### config.mk
export PLATFORM = sky130hd
export DESIGN_NAME = bech_datapath_resp
export DESIGN_NICKNAME = d
export VERILOG_FILES = /design/src/rtl/bech_datapath_resp.sv
export SDC_FILE = /design/constraint.sdc
export NUM_CORES = 1
export LEC_CHECK = 0
export CAP_MARGIN = 20
export CORE_ASPECT_RATIO = 1.4
export CORE_UTILIZATION = 40
export CTS_BUF_LIST = sky130_fd_sc_hd__clkbuf_16
export CTS_CLUSTER_DIAMETER = 60
export CTS_CLUSTER_SIZE = 12
export DETAILED_ROUTE_END_ITERATION = 16
export GPL_ROUTABILITY_DRIVEN = 0
export GPL_TIMING_DRIVEN = 1
export PLACE_DENSITY = 0.7
export SETUP_SLACK_MARGIN = 0.05
export SLEW_MARGIN = 20
export SYNTH_ARGS = -nofsm -noshare
export SYNTH_HDL_FRONTEND = slang
export SYNTH_SLANG_ARGS = --single-unit
### constraint.sdc
create_clock -name clk -period 4.4 [get_ports clk]
set_input_delay 1.1 -clock clk [delete_from_list [all_inputs] [get_ports clk]]
set_output_delay 1.1 -clock clk [all_outputs]
set_load 0.005 [all_outputs]
### src/rtl/bech_datapath_resp.sv
// Datapath responder: executes the controller's micro-op strobes on W/C/E/pend/wdog and returns 18 condition flags.
// Latency: an op sampled at edge N is visible on cond after that edge; cond is decoded from registered state only.
// Backpressure: none; ops are consumed every cycle ops_valid=1, and a y34 clears the pending request and pulses done_o.
module bech_datapath_resp #(
   parameter int              DW      = 16,
   parameter int              CW      = 4,
   parameter int              THRESH  = 8,
   parameter int              TIMEOUT = 15,
   parameter logic [DW-1:0]   MASK    = DW'(16'hA5A5)
) (
   input  logic           clk,
   input  logic           rst,
   input  logic           ops_valid,
   input  logic [38:0]    ops,
   input  logic           req_i,
   input  logic [DW-1:0]  data_in,
   output logic [17:0]    cond,
   output logic           done_o,
   output logic [7:0]     act_cnt
);

   localparam logic [CW-1:0] C_MAX  = '1;
   localparam logic [7:0]    WD_LIM = 8'(TIMEOUT);

   logic [DW-1:0] w_q, w_d;
   logic [CW-1:0] c_q, c_d;
   logic          e_q, e_d;
   logic          pend_q, pend_d;
   logic [7:0]    wd_q, wd_d;
   logic          done_q, done_d;
   logic [7:0]    act_q, act_d;

   // Strobes are only meaningful when qualified; y39 is a deliberate no-op.
   logic [38:0] y;
   logic        aux_hit;
   logic        unused_y39;
   assign y          = ops_valid ? ops : '0;
   assign aux_hit    = (|y[26:5]) | (|y[32:28]);
   assign unused_y39 = y[38];

   // Next-state decode for every piece of datapath state.
   always_comb begin
      w_d    = w_q;
      c_d    = c_q;
      e_d    = e_q;
      act_d  = act_q;
      wd_d   = wd_q;

      // W: first matching strobe wins.
      if (y[0] || y[34] || y[35]) begin
         w_d = data_in;
      end else if (y[36]) begin
         w_d = ~w_q;
      end else if (y[4]) begin
         w_d = w_q ^ MASK;
      end else if (y[3]) begin
         w_d = {w_q[DW-2:0], 1'b0};
      end

      // C: clear dominates; simultaneous inc/dec cancels; both directions saturate.
      if (y[1] || y[34]) begin
         c_d = '0;
      end else if (y[2] && y[37]) begin
         c_d = c_q;
      end else if (y[2]) begin
         if (c_q != C_MAX) c_d = c_q + CW'(1);
      end else if (y[37]) begin
         if (c_q != '0) c_d = c_q - CW'(1);
      end

      // E: an overflow attempt or y28 sets it, and set beats clear.
      if (y[27] || (y[2] && (c_q == C_MAX))) begin
         e_d = 1'b1;
      end else if (y[1]) begin
         e_d = 1'b0;
      end

      // A valid y34 retires the request, even against a concurrent req_i.
      pend_d = (pend_q | req_i) & ~y[33];
      done_d = y[33];

      // Watchdog counts cycles spent waiting on an already-pending request.
      if (!pend_d) begin
         wd_d = '0;
      end else if (pend_q && (wd_q < WD_LIM)) begin
         wd_d = wd_q + 8'd1;
      end

      if (aux_hit) act_d = act_q + 8'd1;
   end

   // State registers with synchronous active-low reset that overrides any op.
   always_ff @(posedge clk) begin
      if (!rst) begin
         w_q    <= '0;
         c_q    <= '0;
         e_q    <= 1'b0;
         pend_q <= 1'b0;
         wd_q   <= '0;
         done_q <= 1'b0;
         act_q  <= '0;
      end else begin
         w_q    <= w_d;
         c_q    <= c_d;
         e_q    <= e_d;
         pend_q <= pend_d;
         wd_q   <= wd_d;
         done_q <= done_d;
         act_q  <= act_d;
      end
   end

   // Condition flags decoded purely from registered state.
   always_comb begin
      cond      = '0;
      cond[0]   = pend_q;
      cond[1]   = w_q[DW-1];
      cond[2]   = (c_q == '0);
      cond[3]   = w_q[0];
      cond[4]   = w_q[1];
      cond[5]   = ^w_q;
      cond[6]   = w_q[2];
      cond[7]   = w_q[3];
      cond[8]   = w_q[4];
      cond[9]   = (32'(c_q) >= 32'(THRESH));
      cond[10]  = e_q;
      cond[11]  = c_q[0];
      cond[12]  = (w_q == '0);
      cond[13]  = (wd_q == WD_LIM);
      cond[14]  = w_q[5];
      cond[15]  = w_q[6];
      cond[16]  = w_q[7];
      cond[17]  = w_q[8];
   end

   assign done_o  = done_q;
   assign act_cnt = act_q;

endmodule
==> reports/qor.json <==
{
  "outcome": "finished, final reports clean",
  "dr_total_vias": 2268,
  "filler_cell_count": 536,
  "cts_made_buffers": 5,
  "clock_tree.buffer_depth": 2,
  "portBuffers": 84,
  "worst_clock_skew_ns": 0.00387,
  "worst-path-max-fanout": 5,
  "ys_ff_latch": 39,
  "place_ws_ns": 1.02,
  "synth_enable_flop_cells": 0,
  "reg2reg_to": "c_q[3]",
  "ys_async_sr_fraction_pct": 0,
  "detailedRoute.firstPassIterationCount": 4,
  "yosys_warnings": 0,
  "yosys.area.top_type": "dfxtp_1",
  "synth_seq_area_share_pct": 32.8,
  "crit_path_start_kind": "register",
  "ys_types": 46,
  "cts.root.buffer_cell": "clkbuf_16",
  "insertedDiodeCount": 0,
  "finish.cell_count_without_fillers": 422,
  "worst_setup_path_endpoint": "cond[5]",
  "post_cts.repair.setup_buffers": 0,
  "floorplan.initialDensity_pct": 42.2,
  "share_of_the_clock_period_used_by_the_worst_path_after_layout_pct": 73.2,
  "areaGrowthSynthToFinish_pct": 41.1,
  "placed_cell_area_sq_um": 3170,
  "wl_um": 5470,
  "final_period_minus_worst_setup_slack_ns": 3.22,
  "cts_hold_repair.buffers": 0,
  "syn-instance-count": 286,
  "grt_antenna_before_repair": 0,
  "max-vdd-ir-drop_v": 0.000184,
  "gr-usage-all-layers_pct": 18.6,
  "timing.critical_path.from": "w_q[6]",
  "critPathRequiredTime_ns": 3.30,
  "p_per_area_nw_per_um2": 333,
  "wl_per_cell_um": 13.0,
  "yosys-top-cells-area": "dfxtp_1 (33%), ha_1 (6.3%), nand2_1 (5.0%)",
  "drt_iter0_markers": 73,
  "synth.cell_area_sq_um": 2380,
  "drc_errors": 0,
  "postLayoutCellArea_sq_um": 3360,
  "mean_instance_size_in_the_synthesized_netlist_sq_um": 8.33,
  "post-route-worst-setup-slack_ns": 1.18,
  "synth_nets": 357,
  "die_area_sq_um": 6280,
  "maxSlewViolCount": 0,
  "boundary_pin_count": 86,
  "grt_pass1_vias": 2171,
  "rr_startpoint": "c_q[2]",
  "die_height_um": 93.3,
  "clock_sink_count": 39,
  "slew-limit-headroom_pct": 36.7,
  "viasPerCell": 5.37,
  "total_negative_slack_for_setup_checks_ns": 0,
  "proportion_of_layout_cells_with_a_drive_suffix_above_1_pct": 6.78,
  "dpl.cell_count": 414,
  "layout.nets": 424,
  "grt_overflow_total": 0,
  "cts_tree": "built",
  "reg2reg_slack_ns": 2.92,
  "post_cts_resized": 0,
  "clkTransAtPathRegs_ns": 0.06,
  "max_clock_freq_mhz": 310,
  "setup-violations-final": 0,
  "timing_hold_violations_final": 0,
  "detail-route-antenna-nets": 0,
  "mostFrequentLayoutCells": "clkdlybuf4s50_1 (84), dfxtp_1 (39), nand2_1 (32)",
  "die_width_um": 67.2,
  "grt_setup_unrepaired": "no",
  "timing.critical_path.arrival_ns": 2.12,
  "grt_pass1_wl_um": 9020,
  "dpl.hpwl_um": 4270,
  "worst-slew-pin-transition_ns": 0.949,
  "grt_max_degree": 31,
  "most_used_dff_post_synth": "dfxtp_1",
  "timing.hold.worst.class": "register to register",
  "fp-row-count": 32,
  "total_leakage_power_uw": 0.00123,
  "post_synth_top_area_share_pct": 32.8,
  "clock_latency_of_the_later_clocked_register_in_the_worst_skew_pair_ns": 0.28,
  "cap_viol_max_count": 0,
  "reg2regPathDepth": 6,
  "h-tree-depth": 2,
  "timing.setup.critical_path_class": "register to output port",
  "endpoint_kind": "output port",
  "leading_cell_type_in_the_layout_fill_and_taps_excluded": "clkdlybuf4s50_1",
  "core_area_sq_um": 5650
}
[sequential cells by signal, indices dropped and copies added (netlist names)]
| signal | cells |
|---|---|
| act_cnt | 8 |
| c_q | 4 |
| done_o | 1 |
| e_q | 1 |
| pend_q | 1 |
| w_q | 16 |
| wd_q | 8 |
[power breakdown]
part	internal, uW	switching [uW]
sequential	372	23.6
combinational	161	104
clock	323	137
total	857	265
[synth_stat cells (6+ instances only)]
| library cell | number |
|---|---|
| nor2_1 | 14 |
| inv_1 | 17 |
| and2_1 | 7 |
| nor2b_1 | 6 |
| nand2_1 | 32 |
| ha_1 | 12 |
| dfxtp_1 | 39 |
| o22ai_1 | 6 |
| xnor2_1 | 11 |
| buf_4 | 15 |
| o21ai_0 | 19 |
| o211ai_1 | 13 |
| clkbuf_1 | 6 |
| nand3_1 | 14 |
[layout make-up]
class	count	area (sq um)	area share, %
Multi-Input combinational cell	203	1380	41.1
Tap cell	68	85.1	2.53
Clock inverter	3	63.8	1.90
Clock buffer	5	125	3.72
Timing Repair Buffer	87	863	25.7
Sequential cell	39	781	23.2
Inverter	17	63.8	1.90
[metrics by stage]
step / util [%] / hold slack, ns / total power [uW]
after floorplan: - / 0.430 / 550
after global placement: 56.2 / 0.444 / 667
after detailed placement: 56.2 / 0.445 / 672
after CTS: 59.6 / 0.464 / 1130
after global routing: 59.6 / 0.484 / 1180
final: 59.6 / 0.459 / 1120
[how the worst min path moves through the flow]
| stage | from | cells past startpoint | endpoint |
|---|---|---|---|
| 2_1_floorplan | wd_q[4] | 1 | wd_q[4] |
| 3_3_place_gp | wd_q[6] | 1 | wd_q[6] |
| 3_5_place_dp | wd_q[4] | 1 | wd_q[4] |
| 4_1_cts | wd_q[4] | 1 | wd_q[4] |
| 5_1_grt | wd_q[5] | 1 | wd_q[5] |
| 6_report | wd_q[6] | 1 | wd_q[6] |
[layer usage]
| layer | vias up | share of wire (%) | GRT usage, % |
|---|---|---|---|
| met3 | 6 | 5.3 | 3.54 |
| met5 | - | 0 | 0 |
| met1 | 1048 | 41 | 19.5 |
| li1 | 1140 | - | - |
| met4 | 0 | 1.1 | 5.50 |
| met2 | 74 | 53 | 35.7 |
[kinds of logic (layout without fill, tap and decap cells)]
kind of cell / Yosys count / in the layout / synth area share [%]
AO/OA/AOI/OAI: 70 / 70 / 20.1
XOR/XNOR: 15 / 15 / 5.51
adder cells (fa/ha/maj): 12 / 12 / 6.30
buffers and inverters: 44 / 112 / 9.87
flip-flops: 39 / 39 / 32.8
multiplexers: 5 / 5 / 2.10
AND/OR/NAND/NOR: 101 / 101 / 23.4
[worst max-delay path, cell delays in order, from the launching register on]
cell	delay, ns
dfxtp_1	0.45
inv_1	0.08
ha_1	0.31
xnor2_1	0.21
xnor2_1	0.16
xnor2_1	0.13
clkdlybuf4s50_1	0.52
No activity file was read; power rests on OpenSTA's default activity.
